File: src/rtl/daisy_chain_spi_sequencer_if.sv
// ============================================================================
// daisy_chain_spi_sequencer_if : config, capture, control and SPI pin bundle
// Rev 1.0
// ============================================================================
`default_nettype none

interface daisy_chain_spi_sequencer_if #(
   parameter int FRAME_BITS = 16,
   parameter int AW         = 2
);
   logic                  i_cfg_we;
   logic [AW-1:0]         i_cfg_addr;
   logic [FRAME_BITS-1:0] i_cfg_data;
   logic                  i_start;
   logic                  i_auto_en;
   logic [15:0]           i_auto_period;
   logic [AW-1:0]         i_rd_addr;
   logic [FRAME_BITS-1:0] o_rd_data;
   logic                  o_busy;
   logic                  o_done;
   logic                  o_spi_cs;
   logic                  o_spi_clk;
   logic                  o_spi_mosi;
   logic                  i_spi_miso;

   modport slave (
      input  i_cfg_we, i_cfg_addr, i_cfg_data, i_start, i_auto_en,
             i_auto_period, i_rd_addr, i_spi_miso,
      output o_rd_data, o_busy, o_done, o_spi_cs, o_spi_clk, o_spi_mosi
   );

   modport master (
      output i_cfg_we, i_cfg_addr, i_cfg_data, i_start, i_auto_en,
             i_auto_period, i_rd_addr, i_spi_miso,
      input  o_rd_data, o_busy, o_done, o_spi_cs, o_spi_clk, o_spi_mosi
   );
endinterface

`default_nettype wire

File: src/rtl/daisy_chain_spi_sequencer.sv
// ============================================================================
// daisy_chain_spi_sequencer : SPI mode-0 master shifting one full frame
// through a chain of N sensors, with single-shot and periodic scheduling.
// Rev 1.0
// ============================================================================
`default_nettype none

module daisy_chain_spi_sequencer #(
   parameter int N_SENSORS  = 4,
   parameter int FRAME_BITS = 16,
   parameter int CLK_DIV    = 4,
   parameter int AW         = 2
) (
   input  logic                          clk,
   input  logic                          rst,
   daisy_chain_spi_sequencer_if.slave    bus
);

   localparam int TOTAL = N_SENSORS * FRAME_BITS;
   localparam int BCW   = $clog2(TOTAL + 1);
   localparam int DW    = (CLK_DIV > 1) ? $clog2(CLK_DIV) : 1;
   localparam logic [DW-1:0]  c_DIV_LAST = DW'(CLK_DIV - 1);
   localparam logic [BCW-1:0] c_BIT_LAST = BCW'(TOTAL - 1);

   typedef enum logic [1:0] {
      S_IDLE     = 2'd0,
      S_SHIFT_LO = 2'd1,
      S_SHIFT_HI = 2'd2,
      S_HOLD     = 2'd3
   } state_t;

   state_t                r_state;
   logic [FRAME_BITS-1:0] r_cfg     [N_SENSORS];
   logic [FRAME_BITS-1:0] r_cap_buf [N_SENSORS];
   logic [TOTAL-1:0]      r_shift;
   logic [TOTAL-1:0]      r_cap;
   logic [BCW-1:0]        r_bit;
   logic [DW-1:0]         r_div;
   logic [15:0]           r_idle;
   logic                  r_cs;
   logic                  r_sclk;
   logic                  r_mosi;
   logic                  r_busy;
   logic                  r_done;

   logic [AW-1:0]         w_cfg_addr;
   logic [AW-1:0]         w_rd_addr;
   logic [TOTAL-1:0]      w_snapshot;
   logic [15:0]           w_period;
   logic                  w_div_end;
   logic                  w_auto_trig;
   logic                  w_go;
   logic                  w_cfg_ok;

   assign w_cfg_addr  = bus.i_cfg_addr;
   assign w_rd_addr   = bus.i_rd_addr;
   assign w_cfg_ok    = bus.i_cfg_we && (int'(w_cfg_addr) < N_SENSORS);
   assign w_div_end   = (r_div == c_DIV_LAST);
   assign w_period    = (bus.i_auto_period == 16'd0) ? 16'd1 : bus.i_auto_period;
   assign w_auto_trig = bus.i_auto_en && (r_idle >= w_period);
   assign w_go        = bus.i_start || w_auto_trig;

   // Slot N-1 occupies the top of the frame so it leaves the master first.
   always_comb begin
      w_snapshot = '0;
      for (int i = 0; i < N_SENSORS; i++) begin
         w_snapshot[i*FRAME_BITS +: FRAME_BITS] = r_cfg[i];
      end
   end

   always_ff @(posedge clk or posedge rst) begin
      if (rst) begin
         r_state <= S_IDLE;
         r_shift <= '0;
         r_cap   <= '0;
         r_bit   <= '0;
         r_div   <= '0;
         r_idle  <= '0;
         r_cs    <= 1'b1;
         r_sclk  <= 1'b0;
         r_mosi  <= 1'b0;
         r_busy  <= 1'b0;
         r_done  <= 1'b0;
         for (int i = 0; i < N_SENSORS; i++) begin
            r_cfg[i]     <= '0;
            r_cap_buf[i] <= '0;
         end
      end else begin
         r_done <= 1'b0;
         if (w_cfg_ok) begin
            r_cfg[w_cfg_addr] <= bus.i_cfg_data;
         end
         case (r_state)
            S_IDLE: begin
               r_div <= '0;
               r_bit <= '0;
               if (w_go) begin
                  r_shift <= w_snapshot;
                  r_mosi  <= w_snapshot[TOTAL-1];
                  r_cs    <= 1'b0;
                  r_busy  <= 1'b1;
                  r_idle  <= '0;
                  r_state <= S_SHIFT_LO;
               end else if (!bus.i_auto_en) begin
                  r_idle <= '0;
               end else begin
                  r_idle <= r_idle + 16'd1;
               end
            end
            S_SHIFT_LO: begin
               if (w_div_end) begin
                  r_div   <= '0;
                  r_sclk  <= 1'b1;
                  r_cap   <= {r_cap[TOTAL-2:0], bus.i_spi_miso};
                  r_state <= S_SHIFT_HI;
               end else begin
                  r_div <= r_div + 1'b1;
               end
            end
            S_SHIFT_HI: begin
               if (w_div_end) begin
                  r_div  <= '0;
                  r_sclk <= 1'b0;
                  if (r_bit != c_BIT_LAST) begin
                     r_shift <= r_shift << 1;
                     r_mosi  <= r_shift[TOTAL-2];
                     r_bit   <= r_bit + 1'b1;
                     r_state <= S_SHIFT_LO;
                  end else begin
                     r_state <= S_HOLD;
                  end
               end else begin
                  r_div <= r_div + 1'b1;
               end
            end
            S_HOLD: begin
               if (w_div_end) begin
                  r_div   <= '0;
                  r_cs    <= 1'b1;
                  r_busy  <= 1'b0;
                  r_done  <= 1'b1;
                  r_idle  <= '0;
                  r_state <= S_IDLE;
                  // Last word received belongs to sensor 0, so it lands in slot 0.
                  for (int i = 0; i < N_SENSORS; i++) begin
                     r_cap_buf[i] <= r_cap[i*FRAME_BITS +: FRAME_BITS];
                  end
               end else begin
                  r_div <= r_div + 1'b1;
               end
            end
            default: r_state <= S_IDLE;
         endcase
      end
   end

   assign bus.o_rd_data  = r_cap_buf[w_rd_addr];
   assign bus.o_busy     = r_busy;
   assign bus.o_done     = r_done;
   assign bus.o_spi_cs   = r_cs;
   assign bus.o_spi_clk  = r_sclk;
   assign bus.o_spi_mosi = r_mosi;

endmodule

`default_nettype wire
File: src/flat_wrapper.sv
// flat-port wrapper written by rule: the top's interface ports become plain ports
module daisy_chain_spi_sequencer_flat 
#(
   parameter int N_SENSORS  = 4,
   parameter int FRAME_BITS = 16,
   parameter int CLK_DIV    = 4,
   parameter int AW         = 2
)
  (clk, rst, bus_i_cfg_we, bus_i_cfg_addr, bus_i_cfg_data, bus_i_start, bus_i_auto_en, bus_i_auto_period, bus_i_rd_addr, bus_i_spi_miso, bus_o_rd_data, bus_o_busy, bus_o_done, bus_o_spi_cs, bus_o_spi_clk, bus_o_spi_mosi);
  daisy_chain_spi_sequencer_if #(.FRAME_BITS(FRAME_BITS), .AW(AW)) bus_i ();
  input  logic clk;
  input  logic rst;
  input wire logic [$bits(bus_i.i_cfg_we)-1:0] bus_i_cfg_we;
  input wire logic [$bits(bus_i.i_cfg_addr)-1:0] bus_i_cfg_addr;
  input wire logic [$bits(bus_i.i_cfg_data)-1:0] bus_i_cfg_data;
  input wire logic [$bits(bus_i.i_start)-1:0] bus_i_start;
  input wire logic [$bits(bus_i.i_auto_en)-1:0] bus_i_auto_en;
  input wire logic [$bits(bus_i.i_auto_period)-1:0] bus_i_auto_period;
  input wire logic [$bits(bus_i.i_rd_addr)-1:0] bus_i_rd_addr;
  input wire logic [$bits(bus_i.i_spi_miso)-1:0] bus_i_spi_miso;
  output wire logic [$bits(bus_i.o_rd_data)-1:0] bus_o_rd_data;
  output wire logic [$bits(bus_i.o_busy)-1:0] bus_o_busy;
  output wire logic [$bits(bus_i.o_done)-1:0] bus_o_done;
  output wire logic [$bits(bus_i.o_spi_cs)-1:0] bus_o_spi_cs;
  output wire logic [$bits(bus_i.o_spi_clk)-1:0] bus_o_spi_clk;
  output wire logic [$bits(bus_i.o_spi_mosi)-1:0] bus_o_spi_mosi;
  assign bus_i.i_cfg_we = bus_i_cfg_we;
  assign bus_i.i_cfg_addr = bus_i_cfg_addr;
  assign bus_i.i_cfg_data = bus_i_cfg_data;
  assign bus_i.i_start = bus_i_start;
  assign bus_i.i_auto_en = bus_i_auto_en;
  assign bus_i.i_auto_period = bus_i_auto_period;
  assign bus_i.i_rd_addr = bus_i_rd_addr;
  assign bus_i.i_spi_miso = bus_i_spi_miso;
  assign bus_o_rd_data = bus_i.o_rd_data;
  assign bus_o_busy = bus_i.o_busy;
  assign bus_o_done = bus_i.o_done;
  assign bus_o_spi_cs = bus_i.o_spi_cs;
  assign bus_o_spi_clk = bus_i.o_spi_clk;
  assign bus_o_spi_mosi = bus_i.o_spi_mosi;
  daisy_chain_spi_sequencer #(.N_SENSORS(N_SENSORS), .FRAME_BITS(FRAME_BITS), .CLK_DIV(CLK_DIV), .AW(AW)) u_core (.clk(clk), .rst(rst), .bus(bus_i));
endmodule
File: config.mk
export PLATFORM = sky130hd
export DESIGN_NAME = daisy_chain_spi_sequencer_flat
export DESIGN_NICKNAME = d
export VERILOG_FILES = /design/src/rtl/daisy_chain_spi_sequencer_if.sv /design/src/rtl/daisy_chain_spi_sequencer.sv /design/src/flat_wrapper.sv
export SDC_FILE = /design/constraint.sdc
export NUM_CORES = 1
export LEC_CHECK = 0
export CORE_MARGIN = 2
export CORE_UTILIZATION = 38
export CTS_CLUSTER_SIZE = 30
export DETAILED_ROUTE_END_ITERATION = 16
export SLEW_MARGIN = 20
export SYNTH_ARGS = -nofsm -noshare
export SYNTH_HDL_FRONTEND = slang
export SYNTH_SLANG_ARGS = --single-unit
File: constraint.sdc
create_clock -name clk -period 27 [get_ports clk]
set_input_delay 5.4 -clock clk [delete_from_list [all_inputs] [get_ports clk]]
set_output_delay 5.4 -clock clk [all_outputs]
set_load 0.005 [all_outputs]
==> Word level (Yosys, flattened, before mapping) <==
Index checks and enable logic that the tools add are counted.
{ "word_totals": {"ff_bits": 287, "in_bits": 42, "output_inout_bits": 21, "elab_cells": 94} }
{ "op_classes": {"n_addsub": 3, "n_lt_le_gt_ge": 4, "eq_ne": 10, "muxes": 39, "n_bitwise": 2, "n_reduce_logical": 17} }
{ "ops": {"columns": ["op", "count"], "rows": [
  ["two-way mux 63 bit", 3],
  ["one-hot mux 63 bit (2 select lines)", 1],
  ["two-way mux 16 bit", 7],
  ["bitwise mux 64 bit", 1],
  ["binary-select mux 16 bit (select 2 bit)", 1],
  ["demux 16 bit (select 2 bit)", 1],
  ["one-hot mux 16 bit (2 select lines)", 1],
  ["adder 16 x 1 -> 16 bit, second input constant", 1],
  [">= comparator 16 bit", 1],
  ["logical NOT 16 bit", 1],
  ["two-way mux 7 bit", 2],
  ["one-hot mux 7 bit (2 select lines)", 1],
  ["two-way mux 2 bit", 6],
  ["!= test 2 x 1 -> 1 bit, second input constant", 5],
  ["two-way mux 1 bit", 9],
  ["AND reduction 3 bit", 3],
  ["one-hot mux 1 bit (2 select lines)", 4],
  ["one-hot mux 2 bit (4 select lines)", 1],
  ["AND reduction 4 bit", 2],
  ["adder 7 x 1 -> 7 bit, second input constant", 1],
  ["!= test 7 x 6 -> 1 bit, second input constant", 1],
  ["== test 2 bit, second input constant", 3],
  [">= comparator 3 bit, second input constant", 2],
  ["inverter 2 -> 3 bit", 2],
  ["other kinds (10)", 15]
]} }

==> Longest topological paths before layout <==
Gate-level depths: netlist (run 1).
{ "depth": {"depth_word": 7, "mapped_depth": 11, "depth_no_buf": 9} }

==> Least setup slack after synthesis (run 1) <==
Ideal clock, no wire load.
{ "synth_path": {"kind": "input to output", "startpoint": "input bus_i_rd_addr[0]", "endpoint": "output bus_o_rd_data[10]", "arrival_time_ns": 6.897, "required_ns": 21.600, "setup_slack_ns": 14.703, "cell_stages": 3, "path_buffers": 2, "cell_sequence": "clkbuf_1 > buf_1 > mux4_2"} }
{ "synth_via": {"elab_chain_cells": 4} }
{ "synth_rtl": {"columns": ["item", "line", "text"], "rows": [
  ["start: declaration", "flat_wrapper.sv:19", "input wire logic [$bits(bus_i.i_rd_addr)-1:0] bus_i_rd_addr;"],
  ["inverter 2 -> 3 bit (implied by the code)", "daisy_chain_spi_sequencer.sv:157", "assign bus.o_rd_data = r_cap_buf[w_rd_addr];"],
  ["binary-select mux 16 bit (select 2 bit)", "daisy_chain_spi_sequencer.sv:157", null],
  ["two-way mux 16 bit (implied by the code) (2 in a row)", "daisy_chain_spi_sequencer.sv:157", null],
  ["end: declaration", "flat_wrapper.sv:21", "output wire logic [$bits(bus_i.o_rd_data)-1:0] bus_o_rd_data;"]
]} }
No other way between the ends. The select of a mux whose other input is x is not followed.

==> Worst setup path after layout (run 1) <==
{ "layout_path": {"startpoint": "input bus_i_rd_addr[1]", "endpoint": "output bus_o_rd_data[12]"} }
The elaborated chain is that of the path after synthesis.

==> flow_summary.toml, run 1 <==
[synth]
synth_xor_area_share_pct = 0.136
synth_edf_count = 0
synth-seq-cells = 287
synth_compound_area_share_pct = 3.27
synthCells = 860
synth_top_family_by_area = "multiplexers"
synth_top_area_share_pct = 55.4
async_reset_ff_share_pct = 100
postSynthAreaPerCell_um2 = 15.0
synth_nets = 925
synthFlopType = "dfrtp_1"
synth_adder_area_share_pct = 2.23
synthDistinctLibCells = 52
yosys-top-cells-area = "dfrtp_1 55%, mux2_2 23%, mux2_4 7.0%, mux4_2 2.8%, ha_1 2.2%"
synth_warnings = 0
synth_mux_area_share_pct = 32.6
netlist.top_cell.by_area = "dfrtp_1"
synth_area_um2 = 12900
synthSimpleGateAreaFrac_pct = 3.54
yosysSeqAreaShare_pct = 55.6

[clocking]
cts.root.buffer_cell = "clkbuf_16"
post_cts_buffers = 0
cts.repair.resized = 0
clkTransAtPathRegs_ns = 0.06
cts.sinks = 287
cts_buffer_depth = 3
htreeDepth = 2
holdBufCountCts = 0
cts-buffers-inserted = 34
clock_latency_ns = 0.51
cts_tree = "built"

[worst_setup_path]
path_cells = "clkdlybuf4s50_1, mux4_2, clkdlybuf4s50_1"
crit_start = "bus_i_rd_addr[1]"
regToRegSetupSlack_ns = 23.12
r2r_end = "u_core.r_shift[60]"
cp-end-kind = "output pin"
start_kind = "primary input"
critical_path_class = "primary input to output pin"
cp_data_arrival_time_ns = 7.31
cp.required_ns = 21.60
r2r-start = "u_core.r_state[0]"
slowest_delay_ns = 1.02
cp_slowest_cell = "clkdlybuf4s50_1"
cp_max_fo = 16
rr_worst_depth = 8
worst_path_most_repeated_cell = "clkdlybuf4s50_1"

[die]
pin_count = 63
die_x_um = 188
rows = 67
coreArea_um2 = 33500
dieArea_um2 = 35500
start_util_pct = 38.5
fp.dieH_um = 188

[worst_hold_path]
hold-path-endpoint = "u_core.r_div[0]"
worstHoldPathCells = 1
hold_path_class = "flip-flop to flip-flop"
min_from = "u_core.r_div[0]"

[placed_design]
hpwl_um = 14200
gp_congestion = 0.749
place_area_um2 = 13900
place_ws_ns = 13.85
io_buffers = 62

[sta]
slew_violations = 0
setup-violations-final = 0
setup_slack_ns = 14.29
clock.fmax_mhz = 78.7
tightest_slew_ns = 1.08
slew_headroom_pct = 27.3
fin_crit_sh_pct = 47.1
hold_viol_final = 0
hold_slack_ns = 0.439
tns_ns = 0
layout_min_cycle_time_ns = 12.71
rsz0062_at_grt = "false"
skew_ns = 0.0220

[routing]
postRouteAntennaNets = 0
wl_per_cell_um = 16.8
drc_errors = 0
wl_um = 23500
vias = 7027
initialDrtViolationCount = 251
dr.pass1.iters = 4
via_per_inst = 5.04

[power_and_ir_drop]
p_leak_nw = 7.01
power_density_nw_per_um2 = 92.9
peakVddDrop_v = 0.0000583

[final_layout]
drive_above_1_share_pct = 43.0
area_growth_pct = 16.5
fin_area_um2 = 15100
antenna_cells = 0
nets = 989

[global_route]
grt_max_degree = 195
grt_pass1_wl_um = 39600
grt_pass1_vias = 7319
antenna_found_initial = 2
grt_use_total_pct = 13.7
grt-ovfl-total = 0

[job]
cap_violations = 0

[status]
status = "finished clean"
## flip-flops by register name (all words and copies together) (netlist names)
| register | flops |
|---|---|
| u_core.r_state | 2 |
| u_core.r_cap_buf | 64 |
| u_core.bus.o_spi_cs | 1 |
| u_core.r_idle | 16 |
| u_core.bus.o_done | 1 |
| u_core.bus.o_busy | 1 |
| u_core.r_div | 2 |
| u_core.r_bit | 7 |
| u_core.r_cfg | 64 |
| u_core.bus.o_spi_mosi | 1 |
| u_core.r_shift | 63 |
| u_core.r_cap | 64 |
| u_core.bus.o_spi_clk | 1 |
## routing by layer
metal  GRT usage (%)  vias up  share of wire [%]
met3            2.78       41                3.8
met1            19.8     3604                 50
li1                -     3280                  -
met2            20.7       98                 44
met4            4.15        4                2.0
met5               0        -               0.11
## worst max-delay path by stage
stage	end	cells after the start
after floorplan	u_core.bus.o_busy	1
after global placement	bus_o_rd_data[12]	3
after detailed placement	bus_o_rd_data[1]	3
after CTS	bus_o_rd_data[1]	3
after global routing	bus_o_rd_data[13]	3
final	bus_o_rd_data[12]	3
## worst max-delay path, delay by kind of cell
| family | cells | cell delay (ns) |
|---|---|---|
| buffers and inverters | 2 | 1.49 |
| muxes | 1 | 0.40 |
## Yosys cell counts (all sizes together) (2+ instances only)
library cell	count
nand2	21
mux2	320
ha	23
o21a	3
buf	11
mux4	16
nand3	10
dfrtp	286
nor2	8
mux2i	2
or2b	2
nand4	6
nand2b	6
a31oi	13
or4	2
inv	24
o21ai	9
nor3	9
and4	3
nand3b	3
a21o	3
a21oi	17
nor2b	2
clkbuf	29
a22o	6
nor3b	2
a41oi	2
and3	4
nor4	4
## through the flow
step	utilization, %	std cells	total power [mW]
5_1_grt	44.9	1394	1.48
3_5_place_dp	41.5	1335	0.961
4_1_cts	44.9	1393	1.42
3_3_place_gp	41.5	1335	0.955
2_1_floorplan	-	860	0.899
6_report	44.9	1394	1.40
## power breakdown
part	total [mW]	switching, mW	internal (mW)	leakage [nW]
clock network	0.449	0.175	0.274	0.539
registers	0.561	0.0463	0.515	3.72
logic	0.389	0.152	0.237	2.75
## cell usage in the layout (no fill, tap or decap), types with 2 or more instances in the layout
| master | instances |
|---|---|
| and3_1 | 4 |
| nor3_1 | 9 |
| nand3_1 | 10 |
| a41oi_1 | 2 |
| or2b_2 | 2 |
| a21oi_1 | 17 |
| mux2i_1 | 2 |
| inv_1 | 22 |
| bufinv_16 | 2 |
| nand2b_1 | 5 |
| nand3b_1 | 3 |
| o21a_1 | 3 |
| nand4_1 | 6 |
| clkbuf_1 | 9 |
| buf_4 | 4 |
| a21o_1 | 3 |
| clkbuf_16 | 35 |
| clkinv_8 | 2 |
| nor4_1 | 4 |
| nor2_1 | 8 |
| nand2_1 | 20 |
| clkdlybuf4s50_1 | 61 |
| dfrtp_1 | 286 |
| and4_1 | 2 |
| a31oi_1 | 12 |
| mux4_2 | 16 |
| clkbuf_8 | 6 |
| clkinv_2 | 3 |
| o21ai_0 | 9 |
| a22o_1 | 5 |
| ha_1 | 22 |
| nor2b_1 | 2 |
| mux2_2 | 260 |
| mux2_4 | 60 |
## kinds of logic (layout without fill, tap and decap cells)
| logic type | count (synthesis) | in the layout |
|---|---|---|
| AO/OA/AOI/OAI | 62 | 62 |
| XOR/XNOR | 2 | 2 |
| adder cells (fa/ha/maj) | 23 | 23 |
| buffers and inverters | 64 | 150 |
| flip-flops | 287 | 287 |
| multiplexers | 338 | 338 |
| AND/OR/NAND/NOR | 84 | 84 |
## layout make-up
class	count	area [µm²]
sequential	287	7180
inverter	24	97.6
timing repair buffer	68	693
fill	3016	18500
clock buffer	50	992
multi-input combinational	509	5420
clock inverter	8	115
tap	448	561
Note: power is estimated with default switching activity, not from simulation.
==> inputs of run 2 (changes only) <==
clock period = 12.3 ns   (was 27 ns; I/O delays follow)
==> flow_summary.toml, run 2 (synthesis results as in run 1) <==
[status]
status = "finished clean"

[die]
start_util_pct = 38.5
fp.dieH_um = 188
dieArea_um2 = 35500
die_x_um = 188
pin_count = 63
rows = 67
coreArea_um2 = 33500

[routing]
wl_per_cell_um = 16.7
postRouteAntennaNets = 0
vias = 6960
drc_errors = 0
via_per_inst = 5.01
dr.pass1.iters = 4
initialDrtViolationCount = 365
wl_um = 23300

[final_layout]
utilization_pct = 44.7
top_regs = "u_core.r_cap: 64 flops, u_core.r_cap_buf: 64 flops, u_core.r_cfg: 64 flops"
fin_area_um2 = 15000
layout_commonest_cell = "dfrtp_1"
nets = 988
antenna_cells = 0
area_growth_pct = 16.0
drive_above_1_share_pct = 43.2
final_cell_mix = "286 x dfrtp_1, 260 x mux2_2, 61 x clkdlybuf4s50_1"

[clocking]
cts.repair.resized = 0
cts-buffers-inserted = 31
cts.sinks = 287
htreeDepth = 1
clock_latency_ns = 0.56
clkTransAtPathRegs_ns = 0.06
cts_tree = "built"
cts.root.buffer_cell = "clkbuf_16"
cts_buffer_depth = 3
post_cts_buffers = 0
holdBufCountCts = 0

[sta]
slew_violations = 0
slew_headroom_pct = 26.5
hold_viol_final = 0
hold_slack_ns = 0.436
tns_ns = 0
skew_ns = 0.0256
tightest_slew_ns = 1.10
fin_crit_sh_pct = 55.7
layout_min_cycle_time_ns = 6.85
rsz0062_at_grt = "false"
clock.fmax_mhz = 146
setup-violations-final = 0

[worst_setup_path]
cp.required_ns = 9.84
cp_max_fo = 16
r2r-start = "u_core.r_state[0]"
crit_start = "bus_i_rd_addr[1]"
critical_path_class = "primary input to output pin"
cp_data_arrival_time_ns = 4.39
rr_worst_depth = 8
start_kind = "primary input"
cp-end-kind = "output pin"

[placed_design]
gp_congestion = 0.751
place_area_um2 = 13900
io_buffers = 62
hpwl_um = 14300

[global_route]
grt_pass1_vias = 7380
antenna_found_initial = 2
grt_max_degree = 136
grt-ovfl-total = 0
grt_pass1_wl_um = 39500
grt_use_total_pct = 13.5

[worst_hold_path]
min_from = "u_core.r_div[0]"
hold_path_class = "flip-flop to flip-flop"
worstHoldPathCells = 1

[power_and_ir_drop]
peakVddDrop_v = 0.000112
power_density_nw_per_um2 = 201
p_leak_nw = 6.99
power_mw = 3.02

[job]
cap_violations = 0
## run 2: routing by layer
layer / global-route usage, % / share of wire, %
met5: 0 / 0.094
met4: 3.19 / 2.0
met3: 2.63 / 3.8
met2: 21.2 / 45
met1: 19.3 / 49
## run 2: critical path: stages
cell	delay, ns
clkdlybuf4s50_1	1.03
mux4_2	0.43
clkdlybuf4s50_1	0.46
## run 2: power breakdown
part	leakage [nW]	switching, mW	total (mW)	internal [mW]
clock	0.505	0.362	0.933	0.571
combinational	2.76	0.336	0.856	0.520
sequential	3.72	0.101	1.23	1.13
## run 2: cell type report
| type | count | area [µm²] |
|---|---|---|
| Tap cell | 448 | 561 |
| Fill cell | 3004 | 18500 |
| Clock buffer | 41 | 863 |
| Multi-Input combinational cell | 509 | 5420 |
| Inverter | 24 | 97.6 |
| Clock inverter | 11 | 161 |
| Timing Repair Buffer | 70 | 708 |
| Sequential cell | 287 | 7180 |
## run 2: through the flow
| step | setup slack, ns | instances |
|---|---|---|
| after floorplan | 1.92 | 860 |
| after global placement | 5.06 | 1336 |
| after detailed placement | 5.00 | 1336 |
| after CTS | 4.98 | 1388 |
| after global routing | 5.39 | 1390 |
| final | 5.45 | 1390 |
## run 2: final timing paths
check	end	slack, ns
min	u_core.r_div[0]	0.44
min reg2reg	u_core.r_div[0]	0.44
min in group asynchronous	u_core.r_cap[2]	2.46
max reg2reg	u_core.r_shift[60]	8.37
max	bus_o_rd_data[11]	5.45
max in group asynchronous	u_core.r_shift[14]	8.51
==> RTL edit, RTL diff (config.mk and constraints of run 1) <==
`FRAME_BITS` is set to 16 in 3 places; all go to 32.
--- a/src/rtl/daisy_chain_spi_sequencer_if.sv
+++ b/src/rtl/daisy_chain_spi_sequencer_if.sv
@@ -5,7 +5,7 @@
 `default_nettype none
 
 interface daisy_chain_spi_sequencer_if #(
-   parameter int FRAME_BITS = 16,
+   parameter int FRAME_BITS = 32,
    parameter int AW         = 2
 );
    logic                  i_cfg_we;
--- a/src/rtl/daisy_chain_spi_sequencer.sv
+++ b/src/rtl/daisy_chain_spi_sequencer.sv
@@ -7,7 +7,7 @@
 
 module daisy_chain_spi_sequencer #(
    parameter int N_SENSORS  = 4,
-   parameter int FRAME_BITS = 16,
+   parameter int FRAME_BITS = 32,
    parameter int CLK_DIV    = 4,
    parameter int AW         = 2
 ) (
--- a/src/flat_wrapper.sv
+++ b/src/flat_wrapper.sv
@@ -2,7 +2,7 @@
 module daisy_chain_spi_sequencer_flat 
 #(
    parameter int N_SENSORS  = 4,
-   parameter int FRAME_BITS = 16,
+   parameter int FRAME_BITS = 32,
    parameter int CLK_DIV    = 4,
    parameter int AW         = 2
 )
Ports: changed (resized bus_i_cfg_data and bus_o_rd_data); port bits go from 63 to 95. The function was not compared with the original's and may differ.
==> RTL edit against run 1 <==
- worst setup slack better by 0.23 ns
- total power rose by 29%
- utilization shrank 0.37 points
- wire length increased by 87%
- sequential cell count rose by 257
- final area up 83%
- global-route usage grew 0.28 points
- synthesized cell count grew 76%
- area after synthesis is 84% higher
==> RTL edit: results <==
metrics = {
    "status": {
        "status": "finished, final reports clean",
    },
    "place": {
        "dpl.hpwl_mm": 27.2,
        "place_area_um2": 25500,
        "dp_cells": 2375,
        "routabilityCongestion": 0.766,
        "portBuffers": 94,
        "dp_slack_ns": 14.26,
    },
    "global_routing": {
        "grt_pass1_vias": 13200,
        "grt_util_met3_pct": 2.82,
        "use_met2_pct": 22.7,
        "grt_max_degree": 158,
        "grt_util_met1_pct": 18.9,
        "antenna_found_initial": 4,
        "grt_first_pass_wirelength_mm": 72.6,
        "grtUsageTotal_pct": 13.9,
    },
    "final_layout": {
        "fillCellCount": 5480,
        "largestRegisters": "u_core.r_cap: 128 flops, u_core.r_cap_buf: 128 flops, u_core.r_cfg: 128 flops",
        "layout.nets": 1679,
        "drive_gt1_share_pct": 47.6,
    },
    "drt": {
        "wirelength_mm": 43.9,
        "viasPerCell": 4.96,
        "wl_met1_mm": 20.6,
        "wl_met2_mm": 20.7,
        "drtIter0Drc": 652,
        "wl_per_cell_um": 17.7,
        "dr_wl_met3_mm": 1.59,
    },
    "cts": {
        "cts_repair_resize_count": 0,
        "cts.clk_slew.worst_paths_ns": 0.06,
        "cts-buffers-inserted": 57,
        "clk_latency_ns": 0.61,
    },
    "synth": {
        "synthTopCellsByArea": "dfrtp_1 57%, mux2_2 24%, mux2_4 7.6%, mux4_2 3.0%, ha_1 1.2%",
        "synth_common_cells": "543 x dfrtp_1, 511 x mux2_2, 120 x mux2_4",
        "synthArstFlopShare_pct": 100,
        "yosysWarningCount": 0,
        "yosysUniqueCellTypes": 51,
        "syn_nets": 1591,
        "ys.flop_type": "dfrtp_1",
        "synth-seq-area-share_pct": 57.3,
        "synthCells": 1510,
    },
    "critical_path": {
        "cpMaxStageDelayCell": "buf_2",
        "path_max_fanout": 32,
        "critPathArrivalTime_ns": 7.08,
        "cp_top_family": "buffers and inverters",
        "slowest_delay_ns": 0.61,
    },
    "sta": {
        "skew_ns": 0.0204,
        "worst_slew_pin_slew_ns": 1.05,
    },
    "pwr": {
        "leakagePower_nw": 13.2,
        "max-vdd-ir-drop_uv": 50.7,
    },
    "worst_hold_path": {
        "hold_class": "reg2reg",
    },
}
==> RTL edit: cell count changes after synthesis, moves of 7 or more <==
cell      change
dfrtp_1     +257
mux2_2      +251
mux2_4       +60
clkbuf_1     +28
mux4_2       +16
buf_6        +13
a31oi_1      -10
mux2_1        +8
o21ai_1       +7
or3_1         +7
==> RTL edit: layout make-up <==
cell class / count / area, um2 / share of cell area, %
tap: 837 / 1050 / 3.80
antenna: 2 / 5.00 / 0.0182
inverter: 30 / 123 / 0.445
sequential: 544 / 13600 / 49.4
clock buffer: 90 / 1740 / 6.32
multi-input combinational: 856 / 9670 / 35.1
timing repair buffer: 109 / 1070 / 3.89
clock inverter: 15 / 264 / 0.959
==> RTL edit: cells by family after synthesis <==
kind of cell	count (synthesis)	synth area share [%]
XOR/XNOR	2	0.0737
adder cells (fa/ha/maj)	23	1.21
AND/OR/NAND/NOR	99	2.25
buffers and inverters	110	2.18
AO/OA/AOI/OAI	57	1.64
flip-flops	544	57.3
multiplexers	675	35.4
==> RTL edit: worst paths after layout <==
path | startpoint | endpoint | slack (ns) | cells after the start
min reg2reg | u_core.r_div[0] | u_core.r_div[0] | 0.43 | 1
max reg2reg | u_core.r_state[0] | u_core.r_shift[106] | 21.78 | 8
max in group asynchronous | rst | u_core.r_cap_buf[47] | 19.41 | 4
max | bus_i_rd_addr[0] | bus_o_rd_data[0] | 14.52 | 3
min | u_core.r_div[0] | u_core.r_div[0] | 0.43 | 1
min in group asynchronous | rst | u_core.r_cap_buf[123] | 5.31 | 2
==> RTL edit: where the power goes <==
| part | internal (mW) | total (mW) | leakage (nW) | switching, mW |
|---|---|---|---|---|
| Combinational | 0.0667 | 0.112 | 4.95 | 0.0454 |
| Sequential | 0.852 | 0.869 | 7.27 | 0.0165 |
| Clock | 0.491 | 0.819 | 0.978 | 0.328 |
